==> src/rtl/keypad_pkg.sv <==
// Shared helpers and state types for the matrix keypad scanner.
package keypad_pkg;

    typedef enum logic [1:0] {
        IDLE,
        VALID,
        GAP
    } ev_state_e;

    function automatic int clog2_min1(input int n);
        return (n <= 2) ? 1 : $clog2(n);
    endfunction

    function automatic int key_idx(input int r, input int c, input int cols);
        return r * cols + c;
    endfunction

endpackage

==> src/rtl/keypad_first_set.sv <==
// Combinational priority encoder: lowest set bit index plus found flag.
module keypad_first_set
    import keypad_pkg::*;
#(
    parameter  int N = 16,
    localparam int W = clog2_min1(N)
) (
    input  logic [N-1:0] i_vec,
    output logic [W-1:0] o_idx,
    output logic         o_found
);

    always_comb begin
        o_idx   = '0;
        o_found = 1'b0;
        for (int i = N - 1; i >= 0; i--) begin
            if (i_vec[i]) begin
                o_idx   = W'(i);
                o_found = 1'b1;
            end
        end
    end

endmodule

==> src/rtl/keypad_scanner.sv <==
// Matrix keypad scanner: synchronised rows, per-column settle,
// multi-scan debounce and a press/release event stream.
module keypad_scanner
    import keypad_pkg::*;
#(
    parameter  int ROWS           = 4,
    parameter  int COLS           = 4,
    parameter  int SETTLE_CYC     = 16,
    parameter  int DEBOUNCE_SCANS = 4,
    localparam int N              = ROWS * COLS,
    localparam int KW             = clog2_min1(N)
) (
    input  logic            clk,
    input  logic            rst,
    input  logic            en,
    input  logic [ROWS-1:0] row,
    output logic [COLS-1:0] col,
    output logic [N-1:0]    buttons,
    output logic            key_valid,
    output logic [KW-1:0]   key_code,
    output logic            key_press,
    input  logic            key_ready
);

    localparam int CW = clog2_min1(COLS);
    localparam int SW = clog2_min1(SETTLE_CYC);
    localparam int DW = clog2_min1(DEBOUNCE_SCANS + 1);

    logic [ROWS-1:0] r_sync1;
    logic [ROWS-1:0] r_sync2;
    logic            r_run;
    logic [CW-1:0]   r_cidx;
    logic [SW-1:0]   r_cnt;
    logic [N-1:0]    r_scan;
    logic [N-1:0]    r_prev;
    logic [DW-1:0]   r_stable;
    logic [N-1:0]    r_buttons;
    logic [N-1:0]    r_rep;
    logic [KW-1:0]   r_code;
    logic            r_press;
    ev_state_e       r_state;
    ev_state_e       w_next;

    logic            w_sample;
    logic            w_scan_end;
    logic [N-1:0]    w_scan_next;
    logic [N-1:0]    w_diff;
    logic [KW-1:0]   w_idx;
    logic            w_found;
    logic            w_load;
    logic            w_accept;

    always_ff @(posedge clk or posedge rst) begin
        if (rst) begin
            r_sync1 <= '1;
            r_sync2 <= '1;
        end else begin
            r_sync1 <= row;
            r_sync2 <= r_sync1;
        end
    end

    // r_run delays counting by one cycle so column 0 gets a full settle window
    assign w_sample   = r_run && en && (r_cnt == SW'(SETTLE_CYC - 1));
    assign w_scan_end = w_sample && (r_cidx == CW'(COLS - 1));
    assign col        = r_run ? ~(COLS'(1) << r_cidx) : '1;

    always_comb begin
        w_scan_next = r_scan;
        for (int r = 0; r < ROWS; r++) begin
            for (int c = 0; c < COLS; c++) begin
                if (CW'(c) == r_cidx) begin
                    w_scan_next[key_idx(r, c, COLS)] = ~r_sync2[r];
                end
            end
        end
    end

    always_ff @(posedge clk or posedge rst) begin
        if (rst) begin
            r_run    <= 1'b0;
            r_cidx   <= '0;
            r_cnt    <= '0;
            r_scan   <= '0;
            r_prev   <= '0;
            r_stable <= '0;
        end else if (!en) begin
            r_run    <= 1'b0;
            r_cidx   <= '0;
            r_cnt    <= '0;
            r_stable <= '0;
        end else if (!r_run) begin
            r_run <= 1'b1;
        end else if (w_sample) begin
            r_cnt  <= '0;
            r_scan <= w_scan_next;
            r_cidx <= (r_cidx == CW'(COLS - 1)) ? '0 : r_cidx + 1'b1;
            if (w_scan_end) begin
                r_prev <= w_scan_next;
                if (w_scan_next != r_prev) begin
                    r_stable <= DW'(1);
                end else if (r_stable != DW'(DEBOUNCE_SCANS)) begin
                    r_stable <= r_stable + 1'b1;
                end
            end
        end else begin
            r_cnt <= r_cnt + 1'b1;
        end
    end

    always_ff @(posedge clk or posedge rst) begin
        if (rst) begin
            r_buttons <= '0;
        end else if (r_stable == DW'(DEBOUNCE_SCANS)) begin
            r_buttons <= r_prev;
        end
    end

    assign w_diff = r_buttons ^ r_rep;

    keypad_first_set #(
        .N(N)
    ) u_first_set (
        .i_vec  (w_diff),
        .o_idx  (w_idx),
        .o_found(w_found)
    );

    always_ff @(posedge clk or posedge rst) begin
        if (rst) begin
            r_state <= IDLE;
        end else begin
            r_state <= w_next;
        end
    end

    always_comb begin
        w_next   = r_state;
        w_load   = 1'b0;
        w_accept = 1'b0;
        unique case (r_state)
            IDLE, GAP: begin
                w_next = w_found ? VALID : IDLE;
                w_load = w_found;
            end
            VALID: begin
                if (key_ready) begin
                    w_next   = GAP;
                    w_accept = 1'b1;
                end
            end
            default: w_next = IDLE;
        endcase
    end

    always_ff @(posedge clk or posedge rst) begin
        if (rst) begin
            r_rep   <= '0;
            r_code  <= '0;
            r_press <= 1'b0;
        end else begin
            if (w_load) begin
                r_code  <= w_idx;
                r_press <= r_buttons[w_idx];
            end
            if (w_accept) begin
                r_rep[r_code] <= r_press;
            end
        end
    end

    assign buttons   = r_buttons;
    assign key_valid = (r_state == VALID);
    assign key_code  = r_code;
    assign key_press = r_press;

endmodule

==> config.mk <==
export PLATFORM = sky130hd
export DESIGN_NAME = keypad_scanner
export DESIGN_NICKNAME = d
export VERILOG_FILES = /design/src/rtl/keypad_pkg.sv /design/src/rtl/keypad_first_set.sv /design/src/rtl/keypad_scanner.sv
export SDC_FILE = /design/constraint.sdc
export NUM_CORES = 1
export LEC_CHECK = 0
export BUFFER_PORTS_ARGS = -buffer_cell sky130_fd_sc_hd__buf_2
export CAP_MARGIN = 20
export CORE_ASPECT_RATIO = 2
export CORE_MARGIN = 10
export CORE_UTILIZATION = 54
export CTS_CLUSTER_DIAMETER = 100
export DETAILED_ROUTE_END_ITERATION = 8
export PLACE_DENSITY_LB_ADDON = 0.08
export SLEW_MARGIN = 40
export SYNTH_ARGS = -nofsm -noshare
export SYNTH_HDL_FRONTEND = slang
export SYNTH_HIERARCHICAL = 1
export SYNTH_SLANG_ARGS = --single-unit
export TNS_END_PERCENT = 100
==> constraint.sdc <==
create_clock -name clk -period 2.64 [get_ports clk]
set_input_delay 0.528 -clock clk [delete_from_list [all_inputs] [get_ports clk]]
set_output_delay 0.528 -clock clk [all_outputs]
set_load 0.01 [all_outputs]
==> flow_metrics.py <==
metrics = {
    "yosys": {
        "synth.top_cells.by_area": "dfrtp_1, mux2_2, dfstp_2",
        "syn_nets": 442,
        "syn_area_mm2": 0.00450,
        "async_flop_share_pct": 100,
        "synth_top_area_share_pct": 45.0,
        "yosys_warnings": 6,
        "synth-edff-count": 0,
        "synth_area_per_cell_um2": 10.5,
        "synth_area_leader_cell": "dfrtp_1",
        "synth_cells": 427,
        "yosysMostFrequentCell": "dfrtp_1",
        "ys_seq_area_share_pct": 49.7,
        "ys.flop_type": "dfrtp_1",
        "netlist_top_cells_count": "dfrtp_1, nor2_1, nand2_1",
        "ys_ff_latch": 89,
        "synth_cell_types": 47,
    },
    "sta": {
        "skew_ns": 0.00920,
        "worst_slack_ns": -0.0767,
        "hold_viol": 0,
        "relSlewSlack_pct": 65.3,
        "period_needed_ns": 2.72,
        "max_freq_mhz": 368,
        "finalSetupViolCount": 1,
        "hold_ws_ns": 0.135,
        "drv_slew": 0,
        "post-route-period-util_pct": 103,
        "worstMarginPinSlew_ns": 0.520,
        "rsz0062_at_grt": "yes",
    },
    "route": {
        "drtAntennaViolNets": 0,
        "drc": 0,
        "wl_met2_mm": 5.74,
        "vias_per_cell": 5.69,
        "m1WireLength_mm": 3.78,
        "drt-total-wl_mm": 10.5,
        "drt-initial-drc-count": 231,
        "routed.top_layer": "met4",
        "met3WireLength_um": 394,
        "vias": 3339,
        "wl_per_cell_um": 17.9,
        "first_pass_iters": 4,
    },
    "clock_network": {
        "clock_latency_ns": 0.34,
        "ctsRootBufferMaster": "clkbuf_16",
        "cts_tree": "built",
        "clk_pin_slew_ns": 0.07,
        "hold_buffers": 0,
        "cts_made_buffers": 9,
        "cts.path.max_buffers": 2,
        "h-tree-depth": 3,
        "clkSinkCount": 89,
    },
    "power": {
        "seqPwrFrac_pct": 45.8,
        "powerDensity_mw_per_mm2": 565,
        "internal_power_mw": 2.45,
        "clkPwrFrac_pct": 52.1,
        "peakVddDrop_mv": 0.612,
        "leakagePower_nw": 2.70,
        "power.share.switching_pct": 19.3,
        "p_comb_share_pct": 2.1,
        "power_mw": 3.04,
        "p_switching_mw": 0.587,
    },
    "global_route": {
        "gr-total-overflow": 0,
        "grt_use_total_pct": 17.3,
        "grt_pass1_vias": 3489,
        "grt_first_pass_wirelength_mm": 17.4,
        "antenna_found_initial": 0,
        "grt_start_max_net_pins": 60,
    },
    "floorplanning": {
        "die_h_um": 149,
        "die_area_mm2": 0.0126,
        "die_x_um": 84.6,
        "fp-row-count": 47,
        "start_util_pct": 54.7,
        "ios": 34,
        "core-area_mm2": 0.00823,
    },
    "status": {
        "outcome": "finished with violations",
        "violations": "setup timing",
    },
    "place": {
        "gp_congestion": 0.875,
        "placed_area_mm2": 0.00496,
        "dp_worst_setup_slack_ns": -0.194,
        "port_buffers": 33,
        "dp_hpwl_mm": 8.06,
        "dp_cells": 571,
    },
    "setup_path": {
        "critPathKind": "reg2reg",
        "critPathArrivalTime_ns": 2.94,
        "crit_path_end_kind": "register",
        "cp_max_fo": 5,
        "cp-start-kind": "register",
        "crit_required_ns": 2.87,
    },
    "cells_and_area": {
        "syn_to_final_growth_pct": 19.4,
        "nNetsFinal": 499,
        "post-route-cell-area_mm2": 0.00538,
        "fin_cells": 587,
        "nFillCells": 673,
        "antenna_cells": 0,
        "drive_above_1_share_pct": 29.7,
    },
    "flow_run": {
        "drv_cap": 0,
    },
    "hold_path": {
        "hold_path.class": "in2async",
    },
}
sequential cells by signal, summed over array words and instances, names as in the netlist:
name,flops
r_prev,16
key_press,1
r_state,2
r_rep,16
r_scan,16
r_cnt,4
r_stable,3
r_sync1,4
buttons,16
key_code,4
r_run,1
r_sync2,4
r_cidx,2
cells in the final DEF, fill, tap and decap left out, types with 3 or more instances in the layout:
| master | synthesis | layout |
|---|---|---|
| nand4b_1 | 6 | 6 |
| a31oi_1 | 9 | 8 |
| buf_4 | 0 | 29 |
| and3_1 | 7 | 7 |
| a21o_1 | 4 | 4 |
| mux4_2 | 5 | 5 |
| and2_1 | 13 | 13 |
| o21ai_0 | 21 | 21 |
| or3_1 | 3 | 3 |
| dfrtp_1 | 81 | 81 |
| nand3_1 | 9 | 9 |
| inv_1 | 10 | 9 |
| nand2b_1 | 19 | 19 |
| ha_1 | 7 | 7 |
| nor2b_1 | 8 | 8 |
| dfstp_2 | 8 | 8 |
| mux2_2 | 35 | 34 |
| nor2_1 | 42 | 42 |
| nand2_1 | 40 | 39 |
| bufinv_16 | 0 | 4 |
| clkbuf_16 | 0 | 9 |
| nor3_1 | 8 | 8 |
| buf_2 | 3 | 33 |
| xor2_1 | 16 | 15 |
| a21oi_1 | 24 | 23 |
worst max-delay path: stages, from the launching register on:
cell and delay, ns:
dfrtp_1 0.40, xor2_2 0.21, a21oi_2 0.09, o311a_4 0.33
o22ai_4 0.28, mux4_2 0.56, mux4_2 0.46, mux2_4 0.27
per-layer routing:
layer | vias to the layer above | GRT usage [%]
li1 | 1608 | -
met1 | 1614 | 17.2
met2 | 81 | 31.2
met3 | 36 | 3.77
met4 | 0 | 11.3
met5 | - | 0
path summary, 6_finish.rpt:
path                                   from         end  slack, ns  cells after the start
worst max-delay path            buttons[15]   key_press      -0.08                      7
worst min-delay path                    rst   r_prev[3]       0.13                      2
worst max register to register  buttons[15]   key_press      -0.08                      7
worst min register to register   r_sync1[3]  r_sync2[3]       0.36                      0
max in group asynchronous               rst  r_sync1[3]       1.92                      3
min in group clk                     row[1]  r_sync1[1]       0.29                      1
kinds of logic (layout without fill, tap and decap cells):
group	Yosys count	in the layout	share of synthesized area, %
simple gates	173	173	21.1
flops	89	89	49.7
compound gates	70	70	9.11
mux	43	43	12.0
buf+inv	27	89	2.67
xor+xnor	18	18	3.50
fa+ha+maj	7	7	1.94
power groups by stage:
| stage | sequential, mW | clock (mW) | combinational [mW] |
|---|---|---|---|
| 2_1_floorplan | 1.41 | 0 | 0.0457 |
| 3_3_place_gp | 1.42 | 0 | 0.0671 |
| 3_5_place_dp | 1.42 | 0 | 0.0684 |
| 4_1_cts | 1.39 | 1.60 | 0.0683 |
| 5_1_grt | 1.39 | 1.66 | 0.0749 |
| 6_report | 1.39 | 1.58 | 0.0651 |
layout make-up:
class | instances | area (µm²) | share of cell area [%]
timing repair buffer | 63 | 403 | 7.49
multi-input combinational | 311 | 2200 | 40.9
clock buffer | 10 | 239 | 4.44
tap | 98 | 123 | 2.28
clock inverter | 6 | 138 | 2.56
inverter | 10 | 41.3 | 0.768
sequential | 89 | 2240 | 41.6
metrics by stage:
| step | utilization (%) | setup TNS [ns] |
|---|---|---|
| 2_1_floorplan | - | -0.0887 |
| 3_3_place_gp | 60.2 | -0.123 |
| 3_5_place_dp | 60.2 | -0.194 |
| 4_1_cts | 65.2 | -0.0689 |
| 5_1_grt | 65.3 | -0.166 |
| 6_report | 65.3 | -0.0767 |
timing repair:
| action | in CTS | in global routing |
|---|---|---|
| gates resized for setup | 6 | 1 |
| endpoints found under the hold margin | 0 | 0 |
| setup endpoints to repair | 1 | 1 |
| buffers inserted | 0 | 0 |
| pin swaps | 3 | 1 |
| cloned | 0 | 0 |
No activity file was read; power rests on OpenSTA's default activity.
